--- src/rtl/inst_encode_loader_pkg.sv ---
// Shared definitions for the instruction encode/load path: format codes,
// instruction field bit positions, loader FSM states and the default IM base.
package inst_encode_loader_pkg;

   typedef enum logic [1:0] {
      FMT_R   = 2'd0,
      FMT_I   = 2'd1,
      FMT_J   = 2'd2,
      FMT_BAD = 2'd3
   } fmt_e;

   typedef enum logic [1:0] {
      ST_IDLE  = 2'd0,
      ST_RUN   = 2'd1,
      ST_DRAIN = 2'd2,
      ST_DONE  = 2'd3
   } state_e;

   localparam logic [31:0] DEFAULT_BASE_ADDR = 32'h0000_3000;

   // Bit positions identical to those the field extractor slices on read-back.
   localparam int OP_HI    = 31;
   localparam int OP_LO    = 26;
   localparam int RS_HI    = 25;
   localparam int RS_LO    = 21;
   localparam int RT_HI    = 20;
   localparam int RT_LO    = 16;
   localparam int RD_HI    = 15;
   localparam int RD_LO    = 11;
   localparam int SH_HI    = 10;
   localparam int SH_LO    = 6;
   localparam int FN_HI    = 5;
   localparam int FN_LO    = 0;
   localparam int IMM_HI   = 15;
   localparam int IMM_LO   = 0;
   localparam int JIDX_HI  = 25;
   localparam int JIDX_LO  = 0;

endpackage

--- src/rtl/inst_encode_loader_pack.sv ---
// Combinational MIPS field packer: fields + format code -> 32-bit word.
// Fields not belonging to the selected format are ignored.
import inst_encode_loader_pkg::*;

module inst_pack (
   input  logic [1:0]  fmt,
   input  logic [5:0]  op,
   input  logic [4:0]  rs,
   input  logic [4:0]  rt,
   input  logic [4:0]  rd,
   input  logic [4:0]  shamt,
   input  logic [5:0]  funct,
   input  logic [15:0] imm,
   input  logic [25:0] jidx,
   output logic [31:0] word,
   output logic        illegal
);

   always_comb begin
      word    = '0;
      illegal = 1'b0;
      case (fmt_e'(fmt))
         FMT_R: begin
            word[OP_HI:OP_LO] = op;
            word[RS_HI:RS_LO] = rs;
            word[RT_HI:RT_LO] = rt;
            word[RD_HI:RD_LO] = rd;
            word[SH_HI:SH_LO] = shamt;
            word[FN_HI:FN_LO] = funct;
         end
         FMT_I: begin
            word[OP_HI:OP_LO]   = op;
            word[RS_HI:RS_LO]   = rs;
            word[RT_HI:RT_LO]   = rt;
            word[IMM_HI:IMM_LO] = imm;
         end
         FMT_J: begin
            word[OP_HI:OP_LO]     = op;
            word[JIDX_HI:JIDX_LO] = jidx;
         end
         default: illegal = 1'b1;
      endcase
   end

endmodule

--- src/rtl/inst_encode_loader.sv ---
// Streams decoded field bundles into packed instruction words and writes them
// sequentially into instruction memory from BASE_ADDR, one word per cycle.
import inst_encode_loader_pkg::*;

module inst_encode_loader #(
   parameter int          ADDR_W    = 10,
   parameter int          DEPTH     = 1024,
   parameter logic [31:0] BASE_ADDR = DEFAULT_BASE_ADDR
) (
   input  logic              clk,
   input  logic              reset,
   input  logic              start,
   input  logic              in_valid,
   output logic              in_ready,
   input  logic [1:0]        in_fmt,
   input  logic [5:0]        in_op,
   input  logic [4:0]        in_rs,
   input  logic [4:0]        in_rt,
   input  logic [4:0]        in_rd,
   input  logic [4:0]        in_shamt,
   input  logic [5:0]        in_funct,
   input  logic [15:0]       in_imm,
   input  logic [25:0]       in_jidx,
   input  logic              in_last,
   output logic              im_we,
   output logic [31:0]       im_addr,
   output logic [31:0]       im_wdata,
   input  logic              im_stall,
   output logic              busy,
   output logic              done,
   output logic [ADDR_W:0]   count,
   output logic              err
);

   localparam logic [ADDR_W:0] DEPTH_C = (ADDR_W+1)'(DEPTH);
   localparam logic [ADDR_W:0] ONE_C   = (ADDR_W+1)'(1);

   state_e            state_reg, state_next;
   logic [ADDR_W:0]   accepted_reg;
   logic [ADDR_W:0]   count_reg;
   logic              err_reg;
   logic              im_we_reg;
   logic [31:0]       im_addr_reg;
   logic [31:0]       im_wdata_reg;
   logic [31:0]       next_addr_reg;

   logic [31:0]       pack_word;
   logic              pack_illegal;
   logic              xfer;
   logic              wr_done;
   logic              session_open;

   inst_pack u_pack (
      .fmt     (in_fmt),
      .op      (in_op),
      .rs      (in_rs),
      .rt      (in_rt),
      .rd      (in_rd),
      .shamt   (in_shamt),
      .funct   (in_funct),
      .imm     (in_imm),
      .jidx    (in_jidx),
      .word    (pack_word),
      .illegal (pack_illegal)
   );

   assign xfer         = in_valid && in_ready;
   assign wr_done      = im_we_reg && !im_stall;
   assign session_open = start && ((state_reg == ST_IDLE) || (state_reg == ST_DONE));

   always_ff @(posedge clk) begin
      if (reset) begin
         state_reg <= ST_IDLE;
      end else begin
         state_reg <= state_next;
      end
   end

   always_comb begin
      state_next = state_reg;
      case (state_reg)
         ST_IDLE:  if (start) state_next = ST_RUN;
         ST_RUN:   if (xfer && (in_last || (accepted_reg + ONE_C == DEPTH_C)))
                      state_next = ST_DRAIN;
         ST_DRAIN: if (!im_we_reg) state_next = ST_DONE;
         ST_DONE:  if (start) state_next = ST_RUN;
         default:  state_next = ST_IDLE;
      endcase
   end

   // Ready may rise in the same cycle the held word retires, so there is no bubble.
   always_comb begin
      in_ready = 1'b0;
      busy     = 1'b0;
      done     = 1'b0;
      case (state_reg)
         ST_RUN: begin
            busy     = 1'b1;
            in_ready = (accepted_reg < DEPTH_C) && (!im_we_reg || !im_stall);
         end
         ST_DRAIN: busy = 1'b1;
         ST_DONE:  done = 1'b1;
         default: ;
      endcase
   end

   always_ff @(posedge clk) begin
      if (reset) begin
         accepted_reg  <= '0;
         count_reg     <= '0;
         err_reg       <= 1'b0;
         im_we_reg     <= 1'b0;
         im_addr_reg   <= BASE_ADDR;
         im_wdata_reg  <= '0;
         next_addr_reg <= BASE_ADDR;
      end else begin
         if (session_open) begin
            accepted_reg  <= '0;
            count_reg     <= '0;
            err_reg       <= 1'b0;
            im_addr_reg   <= BASE_ADDR;
            next_addr_reg <= BASE_ADDR;
         end else begin
            if (wr_done && (count_reg != DEPTH_C)) begin
               count_reg <= count_reg + ONE_C;
            end
            if (xfer) begin
               accepted_reg <= accepted_reg + ONE_C;
               // Illegal bundles are consumed without claiming an address slot.
               if (pack_illegal) begin
                  err_reg <= 1'b1;
               end else begin
                  im_addr_reg   <= next_addr_reg;
                  im_wdata_reg  <= pack_word;
                  next_addr_reg <= next_addr_reg + 32'd4;
               end
            end
         end
         if (xfer && !pack_illegal) begin
            im_we_reg <= 1'b1;
         end else if (wr_done) begin
            im_we_reg <= 1'b0;
         end
      end
   end

   assign im_we    = im_we_reg;
   assign im_addr  = im_addr_reg;
   assign im_wdata = im_wdata_reg;
   assign count    = count_reg;
   assign err      = err_reg;

endmodule

--- config.mk ---
export PLATFORM = sky130hd
export DESIGN_NAME = inst_encode_loader
export DESIGN_NICKNAME = d
export VERILOG_FILES = /design/src/rtl/inst_encode_loader_pkg.sv /design/src/rtl/inst_encode_loader_pack.sv /design/src/rtl/inst_encode_loader.sv
export SDC_FILE = /design/constraint.sdc
export NUM_CORES = 1
export LEC_CHECK = 0
export CORE_MARGIN = 2
export CORE_UTILIZATION = 47
export DETAILED_ROUTE_END_ITERATION = 10
export PLACE_DENSITY = 0.91
export SYNTH_ARGS = -nofsm -noshare
export SYNTH_HDL_FRONTEND = slang
export SYNTH_HIERARCHICAL = 1
export SYNTH_SLANG_ARGS = --single-unit
--- constraint.sdc ---
create_clock -name clk -period 2.9 [get_ports clk]
set_input_delay 0.435 -clock clk [delete_from_list [all_inputs] [get_ports clk]]
set_output_delay 0.435 -clock clk [all_outputs]
set_load 0.05 [all_outputs]
# Word-level counts from Yosys, hierarchy flattened

Index checks and enable logic that the tools add are counted.
W data, S select, Z words.

Flip-flop bits (word level): 122
Bits of input ports: 82
Output and inout bits: 80
Logic and storage cells: 57

Add/sub/neg operators: 3
$lt $le $gt $ge: 1
Eq/ne operators: 10
Mux-type cells: 10
Bitwise gates (word level): 2
Reductions and logical operators: 23

Operators by type and width:

| cell                    | number |
|---|---|
| $pmux W32 S3            | 1 |
| $add A32 B3 Y32 const B | 1 |
| $add A11 B1 Y11 const B | 2 |
| $eq A11 B11 Y1 const B  | 1 |
| $lt A11 B11 Y1 const B  | 1 |
| $ne A11 B11 Y1 const B  | 1 |
| $logic_and A1 B1 Y1     | 7 |
| $eq A2 B2 Y1 const B    | 3 |
| $mux W2                 | 3 |
| $pmux W2 S3             | 1 |
| $reduce_and A3 Y1       | 2 |
| $reduce_or A2 Y1        | 3 |
| $mux W1                 | 5 |
| $eq A2 B1 Y1 const B    | 2 |
| $logic_not A2 Y1        | 2 |
| $ne A2 B2 Y1 const B    | 2 |
| $reduce_and A2 Y1       | 2 |
| $logic_or A1 B1 Y1      | 3 |
| $reduce_or A3 Y1        | 1 |
| $logic_not A1 Y1        | 2 |
| $ne A2 B1 Y1 const B    | 1 |
| $not A1 Y1              | 2 |
| $reduce_bool A2 Y1      | 1 |

# Longest topological paths before layout

Depth after elaboration: 8
Mapped depth: 10
Gate-level depth less buffers: 7

# Hierarchy

The synthesis kept the hierarchy.

By module, submodules not included:

| module             | times used | cells each | area an instance (µm²) | seq. area each (µm²) |
|---|---|---|---|---|
| inst_encode_loader | 1          | 598        | 4855.9                 | 2362.3 |
| inst_pack          | 1          | 60         | 526.8                  | 0.0 |

# Worst setup path before layout

OpenSTA, ideal clock, no wires.

Path type: input -> register
From: input in_fmt[1]
To: register next_addr_reg[30]
Setup time: 70 ps
Data arrival time: 2105 ps
Data required time: 2830 ps
Path slack: 725 ps
Stages: 9
Path buffers: 2
Path through: buf_6 -> nand2_1 -> inv_1 -> and4b_1 -> nand3_1 -> or4_1 -> clkbuf_2 -> or3_1 -> a21oi_1

Longest elaborated chain between the ends: 3
Elaborated cells between the ends (all ways): 5
Classes of those cells: 2 x eq/ne; 3 x reduce/logical

RTL lines:

| item                                 | line                          | RTL |
|---|---|---|
| from (decl)                          | inst_encode_loader.sv:15      | `input logic [1:0] in_fmt,` |
| $eq A2 B1 Y1 (tied with other cells) | inst_encode_loader_pack.sv:22 | `case (fmt_e'(fmt))` |
| $reduce_or A3 Y1 (no line) (*)       | --                            |  |
| $reduce_and A2 Y1 (no line) (*)      | --                            |  |
| to (signal assigned)                 | inst_encode_loader.sv:135     | `next_addr_reg <= next_addr_reg + 32'd4;` |
| to (decl)                            | inst_encode_loader.sv:45      | `logic [31:0] next_addr_reg;` |

Every way passes the cells marked *; elsewhere a longest branch is shown, timed or not.
A chain may end at the register's enable or synchronous reset.

# Worst setup path in the final report

From: register state_reg[0]
To: output busy

Longest elaborated chain between the ends: 3
Elaborated cells between the ends (all ways): 4
Classes of those cells: 2 x eq/ne; 1 x mux; 1 x reduce/logical

RTL lines:

| item                                         | line                     | RTL |
|---|---|---|
| from (decl)                                  | inst_encode_loader.sv:38 | `state_e state_reg, state_next;` |
| from (signal assigned)                       | inst_encode_loader.sv:75 | `state_reg <= state_next;` |
| $eq A2 B2 Y1 or $eq A2 B1 Y1 (tied branches) | inst_encode_loader.sv:96 | `case (state_reg)` |
| $reduce_or A2 Y1 (no line) (*)               | --                       |  |
| $mux W1 (*)                                  | inst_encode_loader.sv:96 |  |
| to (decl)                                    | inst_encode_loader.sv:29 | `output logic busy,` |

Marks and branches as above.

==> results.py <==
metrics = {
    "synth": {
        "synth_cell_types": 52,
        "synthArstFlopShare_pct": 0,
        "yosys_warnings": 6,
        "syn_area_per_cell_sq_um": 8.18,
        "seq_area_frac_synth_pct": 43.9,
        "ys.flop_type": "dfxtp_1",
        "netlist_instances": 658,
        "synth_edf_count": 0,
        "synth_seq_cells": 118,
        "synth_area_sq_um": 5380,
    },
    "floorplan": {
        "boundaryPins": 162,
        "die_x_um": 111,
        "num_rows": 39,
        "die_y_um": 111,
        "core_area_sq_um": 11300,
        "start_util_pct": 47.8,
        "die_area_sq_um": 12300,
    },
    "global_routing": {
        "grt_overflow": 0,
        "grt_pass1_wl_mm": 23.3,
        "grt_pass1_vias": 4929,
        "grt_usage_pct": 23.4,
        "grt_max_degree": 50,
        "grt_antenna_before_repair": 0,
    },
    "power_and_ir_drop": {
        "leakagePower_nw": 2.60,
        "combPwrFrac_pct": 20.8,
        "vdd_drop_max_uv": 449,
        "total_power_mw": 4.61,
        "switching_share_pct": 29.3,
        "seq_power_share_pct": 37.1,
        "p_sw_mw": 1.35,
        "powerDensity_nw_per_um2": 606,
        "p_clk_share_pct": 42.0,
        "internal_power_mw": 3.26,
    },
    "placed_design": {
        "placedInstanceArea_sq_um": 7050,
        "port_buffers": 159,
        "hpwl_mm": 10.2,
        "gp_congestion": 0.839,
        "dp_slack_ns": 0.188,
        "dp.cells": 932,
    },
    "setup_path": {
        "crit_type": "reg2out",
        "r2r-start": "next_addr_reg[11]",
        "critPathLaunchType": "flop",
        "required_ns": 2.47,
        "r2r_slack_ns": 0.72,
        "crit_start": "state_reg[0]",
        "endpoint_kind": "output port",
        "timing.rr.end": "next_addr_reg[30]",
        "cp_data_arrival_time_ns": 2.21,
        "cp_max_fo": 7,
        "crit_path_end": "busy",
        "rr_worst_depth": 5,
    },
    "timing": {
        "worst_pin_slew_ns": 0.635,
        "fin_crit_ns": 2.65,
        "setup_viol": 0,
        "final_hold_viol_count": 0,
        "max_freq_ghz": 0.377,
        "fin_tns_setup_ns": 0,
        "worst_clock_skew_ns": 0.00856,
        "slew_violations": 0,
        "rsz0062_at_grt": "no",
        "period_share_pct": 91.4,
        "timing.final.ws_setup_ns": 0.251,
        "relSlewSlack_pct": 57.7,
        "holdWs_ns": 0.449,
    },
    "finish": {
        "area_growth_pct": 41.2,
        "instances_no_fill": 962,
        "antenna_cells": 0,
        "final_area_sq_um": 7600,
        "drive_gt1_share_pct": 7.20,
        "nets": 898,
        "post-route-util_pct": 67.4,
        "fillerInstances": 877,
        "largest_reg_flops": 32,
    },
    "cts": {
        "clkLatencyLatePin_ns": 0.41,
        "ctsHoldBuffers": 0,
        "cts_root_buffer": "clkbuf_16",
        "cts_htree_levels": 4,
        "cts_buffer_depth": 2,
        "clk_pin_slew_ns": 0.05,
        "cts_tree": "yes",
        "cts_buffers": 17,
        "cts_sinks": 118,
        "cts_resized": 0,
        "postCtsSetupBuffers": 0,
    },
    "worst_hold_path": {
        "min_path_type": "reg2reg",
        "holdPathStages": 2,
    },
    "outcome": {
        "status": "completed",
    },
    "routing": {
        "drt_iter0_markers": 323,
        "viasPerCell": 5.46,
        "wl_per_cell_um": 14.9,
        "routed_wl_mm": 14.4,
        "num_vias": 5255,
        "remaining_drc_errors": 0,
        "first_pass_iters": 5,
        "ant_nets": 0,
    },
    "job": {
        "drv_cap": 0,
    },
}
[cell type report]
type / count / area [sq um] / area share, %
multi-input cells: 481 / 2730 / 36.0
clock buffers: 22 / 474 / 6.24
well taps: 143 / 179 / 2.35
repair buffers: 171 / 1700 / 22.4
flip-flops and latches: 118 / 2360 / 31.1
inverters: 19 / 71.3 / 0.938
clock inverters: 8 / 75.1 / 0.988
[placed cells by master, fill, tap and decap left out, types with 10 or more instances in the layout]
| cell type | netlist | layout |
|---|---|---|
| nand2_1 | 154 | 154 |
| nand4_1 | 12 | 12 |
| nor3_1 | 14 | 14 |
| xnor2_1 | 20 | 20 |
| a22o_1 | 10 | 10 |
| o21ai_0 | 15 | 15 |
| or3_1 | 14 | 14 |
| clkdlybuf4s50_1 | 0 | 158 |
| dfxtp_1 | 118 | 118 |
| o2bb2ai_1 | 16 | 16 |
| mux2i_1 | 16 | 16 |
| inv_1 | 18 | 18 |
| nand3_1 | 15 | 15 |
| nor2_1 | 33 | 33 |
| clkbuf_16 | 0 | 17 |
| xor2_1 | 10 | 10 |
| buf_4 | 2 | 11 |
| a21oi_1 | 87 | 86 |
[layer usage]
metal  share of wire (%)  up-vias  global-route usage, %
met5                   0        -                      0
met4                 4.2        0                   12.7
met3                 8.8       39                   8.37
met2                  48      225                   39.3
met1                  39     2429                   26.0
li1                    -     2562                      -
[cell usage after synthesis, types with 2 or more instances]
cell / instances / area, sq um
a21oi_1: 87 / 435
a221oi_1: 2 / 17.5
a22o_1: 10 / 87.6
a311oi_1: 2 / 17.5
a31o_2: 4 / 35.0
a31oi_1: 2 / 12.5
and2_1: 9 / 56.3
and2_2: 2 / 15.0
and2b_1: 2 / 15.0
and3_1: 5 / 31.3
and4_1: 5 / 43.8
buf_1: 4 / 15.0
buf_4: 2 / 15.0
buf_6: 7 / 78.8
clkbuf_1: 25 / 93.8
dfxtp_1: 118 / 2360
ha_1: 8 / 100
inv_1: 18 / 67.6
mux2i_1: 16 / 160
nand2_1: 154 / 578
nand3_1: 15 / 75.1
nand4_1: 12 / 75.1
nor2_1: 33 / 124
nor3_1: 14 / 70.1
nor4_1: 4 / 25.0
o21ai_0: 15 / 75.1
o2bb2ai_1: 16 / 140
or3_1: 14 / 87.6
or4b_2: 2 / 20.0
xnor2_1: 20 / 175
xor2_1: 10 / 87.6
[how the worst min path moves through the flow]
stage,startpoint,end,slack [ns]
final,im_wdata[24],im_wdata[24],0.45
after global routing,im_wdata[19],im_wdata[19],0.47
after CTS,im_wdata[24],im_wdata[24],0.45
after detailed placement,im_wdata[16],im_wdata[16],0.45
after global placement,im_wdata[25],im_wdata[25],0.44
after floorplan,next_addr_reg[31],im_addr[31],0.43
[worst max-delay path, cell delays in order (launching register included)]
cell and delay (ns):
dfxtp_1 0.36, inv_1 0.07, ha_1 0.40, inv_1 0.16
clkdlybuf4s50_1 0.83
[power by group through the flow]
stage | Sequential, mW | Clock, mW | Combinational (mW)
floorplan | 1.86 | 0 | 0.490
CTS | 1.71 | 1.97 | 0.958
global placement | 1.74 | 0 | 0.945
finish | 1.71 | 1.94 | 0.959
detailed placement | 1.75 | 0 | 0.955
global route | 1.72 | 2.03 | 1.03
[cell families after synthesis]
logic type / count (synthesis) / share of synthesized area, %
AO/OA/AOI/OAI: 145 / 16.3
XOR/XNOR: 30 / 4.88
adder cells (fa/ha/maj): 8 / 1.86
buffers and inverters: 60 / 5.56
flip-flops: 118 / 43.9
multiplexers: 16 / 2.98
other: 1 / 0.0697
AND/OR/NAND/NOR: 280 / 24.4
(Power assumes the default switching activity.)
